--- src/rtl/mem_port_arbiter_pkg.sv ---
// Shared types and helpers for the I/D cache miss-path arbiter.
package mem_port_arbiter_pkg;

  typedef enum logic [1:0] {
    IDLE    = 2'd0,
    GRANT_I = 2'd1,
    GRANT_D = 2'd2,
    RECOVER = 2'd3
  } arb_state_t;

  typedef enum logic [1:0] {
    OWN_NONE = 2'd0,
    OWN_I    = 2'd1,
    OWN_D    = 2'd2
  } arb_owner_t;

  localparam int unsigned STARVE_W = 4;
  localparam logic [STARVE_W-1:0] STARVE_SAT = 4'd15;
  localparam int unsigned WD_W = 10;

  function automatic arb_owner_t owner_of(input arb_state_t s);
    arb_owner_t o;
    case (s)
      GRANT_I: o = OWN_I;
      GRANT_D: o = OWN_D;
      default: o = OWN_NONE;
    endcase
    return o;
  endfunction

  function automatic logic [STARVE_W-1:0] sat_inc(input logic [STARVE_W-1:0] v);
    return (v == STARVE_SAT) ? v : v + 4'd1;
  endfunction

endpackage

--- src/rtl/mem_port_arbiter_watchdog.sv ---
// Grant-phase watchdog: counts grant cycles without a downstream response
// and raises a sticky error when the limit is reached.
module mem_port_arbiter_watchdog
  import mem_port_arbiter_pkg::*;
#(
  parameter int unsigned TIMEOUT = 1023
) (
  input  logic clk,
  input  logic rst,
  input  logic i_start,
  input  logic i_run,
  input  logic i_done,
  output logic o_expire,
  output logic o_err
);

  localparam logic [WD_W-1:0] LP_LIMIT = WD_W'(TIMEOUT);

  logic [WD_W-1:0] r_cnt;
  logic [WD_W-1:0] w_cnt_next;
  logic            r_err;

  // Expiry fires on the grant cycle whose increment would reach the limit.
  assign w_cnt_next = r_cnt + 10'd1;
  assign o_expire   = i_run && !i_done && (w_cnt_next == LP_LIMIT);
  assign o_err      = r_err;

  // Counter and sticky error flag.
  always_ff @(posedge clk or negedge rst) begin
    if (!rst) begin
      r_cnt <= 10'd0;
      r_err <= 1'b0;
    end else begin
      if (i_start) begin
        r_cnt <= 10'd0;
      end else if (i_run && !i_done) begin
        r_cnt <= w_cnt_next;
      end else begin
        r_cnt <= r_cnt;
      end
      if (o_expire) begin
        r_err <= 1'b1;
      end else begin
        r_err <= r_err;
      end
    end
  end

endmodule

--- src/rtl/mem_port_arbiter.sv ---
// Shares one physical-memory port between I-cache and D-cache miss paths:
// data-side priority with an anti-starvation override and a grant watchdog.
module mem_port_arbiter
  import mem_port_arbiter_pkg::*;
#(
  parameter int unsigned ADDR_W     = 32,
  parameter int unsigned LINE_W     = 256,
  parameter int unsigned STARVE_MAX = 4,
  parameter int unsigned TIMEOUT    = 1023
) (
  input  logic              clk,
  input  logic              rst,
  input  logic              i_read,
  input  logic [ADDR_W-1:0] i_address,
  output logic [LINE_W-1:0] i_rdata,
  output logic              i_resp,
  input  logic              d_read,
  input  logic              d_write,
  input  logic [ADDR_W-1:0] d_address,
  input  logic [LINE_W-1:0] d_wdata,
  output logic [LINE_W-1:0] d_rdata,
  output logic              d_resp,
  output logic              pmem_read,
  output logic              pmem_write,
  output logic [ADDR_W-1:0] pmem_address,
  output logic [LINE_W-1:0] pmem_wdata,
  input  logic [LINE_W-1:0] pmem_rdata,
  input  logic              pmem_resp,
  output logic              busy,
  output logic              err_timeout
);

  arb_state_t          r_state;
  arb_owner_t          w_owner;
  logic [STARVE_W-1:0] r_starve_cnt;
  logic                r_pmem_read;
  logic                r_pmem_write;
  logic [ADDR_W-1:0]   r_pmem_address;
  logic [LINE_W-1:0]   r_pmem_wdata;
  logic [LINE_W-1:0]   r_i_rdata;
  logic [LINE_W-1:0]   r_d_rdata;
  logic                w_d_req;
  logic                w_i_req;
  logic                w_pick_i;
  logic                w_pick_d;
  logic                w_start;
  logic                w_run;
  logic                w_expire;
  logic                w_err;
  logic                w_i_done;
  logic                w_d_done;

  assign w_owner  = owner_of(r_state);
  assign w_d_req  = d_read | d_write;
  assign w_i_req  = i_read;
  // I wins only when D is idle or has used up its consecutive-grant allowance.
  assign w_pick_i = (r_state == IDLE) && w_i_req &&
                    (!w_d_req || (r_starve_cnt >= STARVE_W'(STARVE_MAX)));
  assign w_pick_d = (r_state == IDLE) && w_d_req && !w_pick_i;
  assign w_start  = w_pick_i | w_pick_d;
  assign w_run    = (w_owner != OWN_NONE);
  assign w_i_done = (w_owner == OWN_I) && pmem_resp;
  assign w_d_done = (w_owner == OWN_D) && pmem_resp;

  assign i_resp       = w_i_done;
  assign d_resp       = w_d_done;
  assign i_rdata      = w_i_done ? pmem_rdata : r_i_rdata;
  assign d_rdata      = w_d_done ? pmem_rdata : r_d_rdata;
  assign pmem_read    = r_pmem_read;
  assign pmem_write   = r_pmem_write;
  assign pmem_address = r_pmem_address;
  assign pmem_wdata   = r_pmem_wdata;
  assign busy         = (r_state != IDLE);
  assign err_timeout  = w_err;

  mem_port_arbiter_watchdog #(
    .TIMEOUT(TIMEOUT)
  ) u_watchdog (
    .clk      (clk),
    .rst      (rst),
    .i_start  (w_start),
    .i_run    (w_run),
    .i_done   (pmem_resp),
    .o_expire (w_expire),
    .o_err    (w_err)
  );

  // Arbitration FSM with grant-time latches and the starvation counter.
  always_ff @(posedge clk or negedge rst) begin
    if (!rst) begin
      r_state        <= IDLE;
      r_starve_cnt   <= 4'd0;
      r_pmem_read    <= 1'b0;
      r_pmem_write   <= 1'b0;
      r_pmem_address <= '0;
      r_pmem_wdata   <= '0;
      r_i_rdata      <= '0;
      r_d_rdata      <= '0;
    end else begin
      case (r_state)
        IDLE: begin
          if (w_pick_d) begin
            r_state        <= GRANT_D;
            r_pmem_address <= d_address;
            r_pmem_wdata   <= d_wdata;
            r_pmem_write   <= d_write;
            r_pmem_read    <= ~d_write;
            r_starve_cnt   <= w_i_req ? sat_inc(r_starve_cnt) : 4'd0;
          end else if (w_pick_i) begin
            r_state        <= GRANT_I;
            r_pmem_address <= i_address;
            r_pmem_wdata   <= d_wdata;
            r_pmem_write   <= 1'b0;
            r_pmem_read    <= 1'b1;
            r_starve_cnt   <= 4'd0;
          end else begin
            r_state <= IDLE;
          end
        end
        GRANT_I, GRANT_D: begin
          if (pmem_resp) begin
            if (r_state == GRANT_I) begin
              r_i_rdata <= pmem_rdata;
            end else begin
              r_d_rdata <= pmem_rdata;
            end
            r_pmem_read  <= 1'b0;
            r_pmem_write <= 1'b0;
            r_state      <= RECOVER;
          end else if (w_expire) begin
            r_pmem_read  <= 1'b0;
            r_pmem_write <= 1'b0;
            r_state      <= RECOVER;
          end else begin
            r_state <= r_state;
          end
        end
        RECOVER: r_state <= IDLE;
        default: r_state <= IDLE;
      endcase
    end
  end

endmodule

--- config.mk ---
export PLATFORM = sky130hd
export DESIGN_NAME = mem_port_arbiter
export DESIGN_NICKNAME = d
export VERILOG_FILES = /design/src/rtl/mem_port_arbiter_pkg.sv /design/src/rtl/mem_port_arbiter_watchdog.sv /design/src/rtl/mem_port_arbiter.sv
export SDC_FILE = /design/constraint.sdc
export NUM_CORES = 2
export LEC_CHECK = 0
export ABC_AREA = 0
export BUFFER_PORTS_ARGS = -buffer_cell sky130_fd_sc_hd__buf_2
export CORE_AREA = 3 3 541 543
export DETAILED_ROUTE_END_ITERATION = 16
export DIE_AREA = 0 0 544 546
export PLACE_DENSITY = 0.36
export SYNTH_ARGS = -nofsm -noshare
export SYNTH_HDL_FRONTEND = slang
export SYNTH_SLANG_ARGS = --single-unit
--- constraint.sdc ---
create_clock -name clk -period 2.35 [get_ports clk]
set_clock_uncertainty 0.2 [all_clocks]
set_input_delay 0.1175 -clock clk [delete_from_list [all_inputs] [get_ports clk]]
set_output_delay 0.1175 -clock clk [all_outputs]
set_load 0.01 [all_outputs]
==> flow_summary_export.csv <==
group,metric,value,unit
global_route,grt_pass1_wl,324000,um
power,ir_drop,729,uV
worst_setup_path,r2r-end,"r_d_rdata[157]",
sta,max_slew_margin,0.564,
final_layout,final_common_cell,"dlygate4sd3_1",
clock_network,cts_tree,"built",
worst_setup_path,r2r_cells,10,
worst_setup_path,critPathMaxStageDelay,400,ps
die,fp.dieW,544,um
synthesis,synth-edff-count,0,
power,power_density,1400,mW/mm2
synthesis,ys_top_cells_by_area,"dfrtp_1, mux2_2, nand2_1",
run_status,violations,"setup timing",
final_layout,instances_no_fill,9550,
synthesis,synth_fp_nets,3541,
synthesis,yosysTopAreaCell,"dfrtp_1",
synthesis,postSynth.asyncResetShare,1.00,
route,wl_per_cell,26.0,um
die,rows,197,
final_layout,utilization,0.249,
global_route,grt_use_total,0.156,
sta,hold_viol,0,
synthesis,yosysSeqAreaShare,0.556,
sta,worst_pin_slew,654,ps
synthesis,ys_types,39,
synthesis,ys_ff_latch,819,
sta,slew_violations,0,
synthesis,ys_warn_count,0,
clock_network,cts_buffers,113,
global_route,grt.overflow.total,0,
worst_setup_path,crit_type,"register to primary output",
final_layout,final_nets,6238,
placement,placedCellCount,8101,
route,avgViaCountPerCell,3.64,
placement,gp_congestion,0.941,
route,ant_nets,0,
final_layout,fillerInstances,30600,
global_route,grt_pass1_vias,37400,
die,core-area,0.288,mm2
worst_hold_path,holdPathEnd,"r_i_rdata[6]",
final_layout,area.growth.synth_to_final,94.3,%
die,start_util,0.128,
power,pwr-share-clk,0.174,
power,power_frac_seq,0.255,
power,p_switching,38800,uW
sta,setup_slack,-658,ps
worst_setup_path,path_cells,"buf_6, ha_4, nand2_8, buf_16, buf_16, buf_12, clkbuf_16, mux2_4, buf_6",
power,comb_power_share,0.571,
synthesis,ys.flop_type,"dfrtp_1",
clock_network,clock_latency,860,ps
clock_network,path_clk_slew,60,ps
placement,dp.final_hpwl,185000,um
global_route,grt_max_degree,99,
worst_setup_path,end_kind,"primary output",
worst_setup_path,timing.rr.start,"r_state[1]",
final_layout,drive_gt1_frac,0.505,
die,die-area,0.297,mm2
worst_hold_path,worstHoldStart,"pmem_rdata[6]",
route,drt-total-wl,248000,um
synthesis,synth_area,0.0369,mm2
power,swShare,0.385,
route,first_pass_iters,8,
placement,place.port_buffers,1387,
worst_setup_path,critical_path_required,2030,ps
power,leakagePower,0.0341,uW
worst_setup_path,critPathLaunchType,"register",
worst_setup_path,r2r_slack,-60,ps
sta,rsz0062_at_grt,"true",
run,max_cap_viol_count,0,
sta,fmax,332,MHz
clock_network,clock_sinks,819,
route,drc,0,
worst_setup_path,path_max_fanout,7,
sta,finalCritPeriodShare,1.28,
clock_network,clockBufferDepth,4,
worst_hold_path,hold_path.class,"input port to register",
power,p_total,101000,uW
placement,place_worst_setup_slack,-3.26,ps
sta,setup_viol,579,
power,intPower,61800,uW
clock_network,h-tree-depth,3,
worst_setup_path,cp.arrival,2690,ps
worst_hold_path,worstHoldPathCells,3,
route,vias,34800,
worst_setup_path,critPathSlowestCell,"dfrtp_1",
synthesis,syn_area_per_cell,12.5,um2
die,io-pin-count,1388,
clock_network,root_buffer,"clkbuf_16",
sta,fin_setup_tns,-271810,ps
synthesis,synth_cells,2952,
sta,post-route-min-period,3010,ps
synthesis,yosys.area.top_type_share,0.556,
final_layout,most-common-layout-cells,"dlygate4sd3_1, buf_2, dfrtp_1",
global_route,antenna_found_initial,91,
route,drt_iter0_markers,1773,
run_status,status,"complete, but fails checks",
die,die_y,546,um
-- per-layer routing --
metal	wire length, um	GRT usage
met1	100000	0.183
met2	114000	0.253
met3	22600	0.0611
met4	11600	0.0639
met5	279	0
-- layout make-up --
cell class              instances  area (um2)  area share
repair buffers               2766       25500       0.356
flip-flops and latches        819       20500       0.286
multi-input cells            1909       17000       0.237
well taps                    3781        4730      0.0660
clock buffers                 162        3260      0.0455
clock inverters                36         433     0.00604
inverters                      40         150     0.00210
diodes                         37        92.6     0.00129
-- worst max-delay path: cells and delay by family, from the launching register on --
family / cells / cell delay (ps)
mux: 1 / 310
flops: 1 / 400
fa+ha+maj: 1 / 160
buf+inv: 6 / 890
simple gates: 1 / 70
-- worst max-delay path by stage --
| stage | startpoint | endpoint | slack, ps | cells past startpoint |
|---|---|---|---|---|
| 3_3_place_gp | r_state[0] | d_rdata[36] | 30 | 8 |
| 6_report | r_state[0] | i_rdata[83] | -660 | 9 |
| 2_1_floorplan | r_state[0] | r_d_rdata[100] | 310 | 6 |
| 5_1_grt | r_state[1] | i_rdata[247] | -790 | 10 |
| 4_1_cts | r_state[0] | i_rdata[60] | -800 | 9 |
| 3_5_place_dp | r_state[0] | d_rdata[152] | -3 | 8 |
-- timing repair --
action,4_1_cts,5_1_grt
pin swaps,2,0
setup buffers,27,44
cloned,19,50
resized for setup,535,684
hold buffers,1086,0
endpoints found under the hold margin,1638,0
setup endpoints to repair,540,840
-- sequential cells by signal (all words and copies together), names as in the netlist --
| register | flops |
|---|---|
| r_starve_cnt | 4 |
| u_watchdog.r_cnt | 10 |
| pmem_read | 1 |
| r_i_rdata | 256 |
| r_d_rdata | 256 |
| pmem_address | 32 |
| pmem_write | 1 |
| u_watchdog.o_err | 1 |
| pmem_wdata | 256 |
| r_state | 2 |
-- logic make-up after synthesis --
logic type                 synth area share
DFF                                   0.556
AOI/OAI and AO/OA                    0.0129
muxes                                 0.313
adders and majority gates           0.00237
and+or+nand+nor                      0.0840
buffers and inverters                0.0294
xor gates and xnor gates            0.00214
-- cell usage after synthesis, types with 2 or more instances --
cell      number
a21oi_1        5
a222oi_1      32
and2_1         3
and3_1         3
buf_1          3
buf_2        157
buf_4          7
buf_6          3
clkbuf_1      14
dfrtp_1      819
ha_1           7
inv_1         40
mux2_2      1025
mux2i_1        2
nand2_1      777
nand3_1        5
nand4b_1       2
nor2_1        16
o21ai_0        4
o221ai_1       2
xnor2_1        7
xor2_1         2
-- per-stage QoR --
stage,hold WS [ps],area (um2)
finish,55.2,71700
global route,25.3,71600
CTS,0.351,67500
detailed placement,-152,49700
global placement,-150,49700
floorplan,-378,36900
-- power by group through the flow --
stage / clock (uW) / combinational [uW] / sequential, uW
after CTS: 18200 / 50800 / 25500
final: 17500 / 57500 / 25700
after detailed placement: 0 / 43300 / 25500
after global routing: 18700 / 61100 / 26400
after floorplan: 0 / 20900 / 25200
after global placement: 0 / 43200 / 25500
Note: power is estimated with default switching activity, not from simulation.
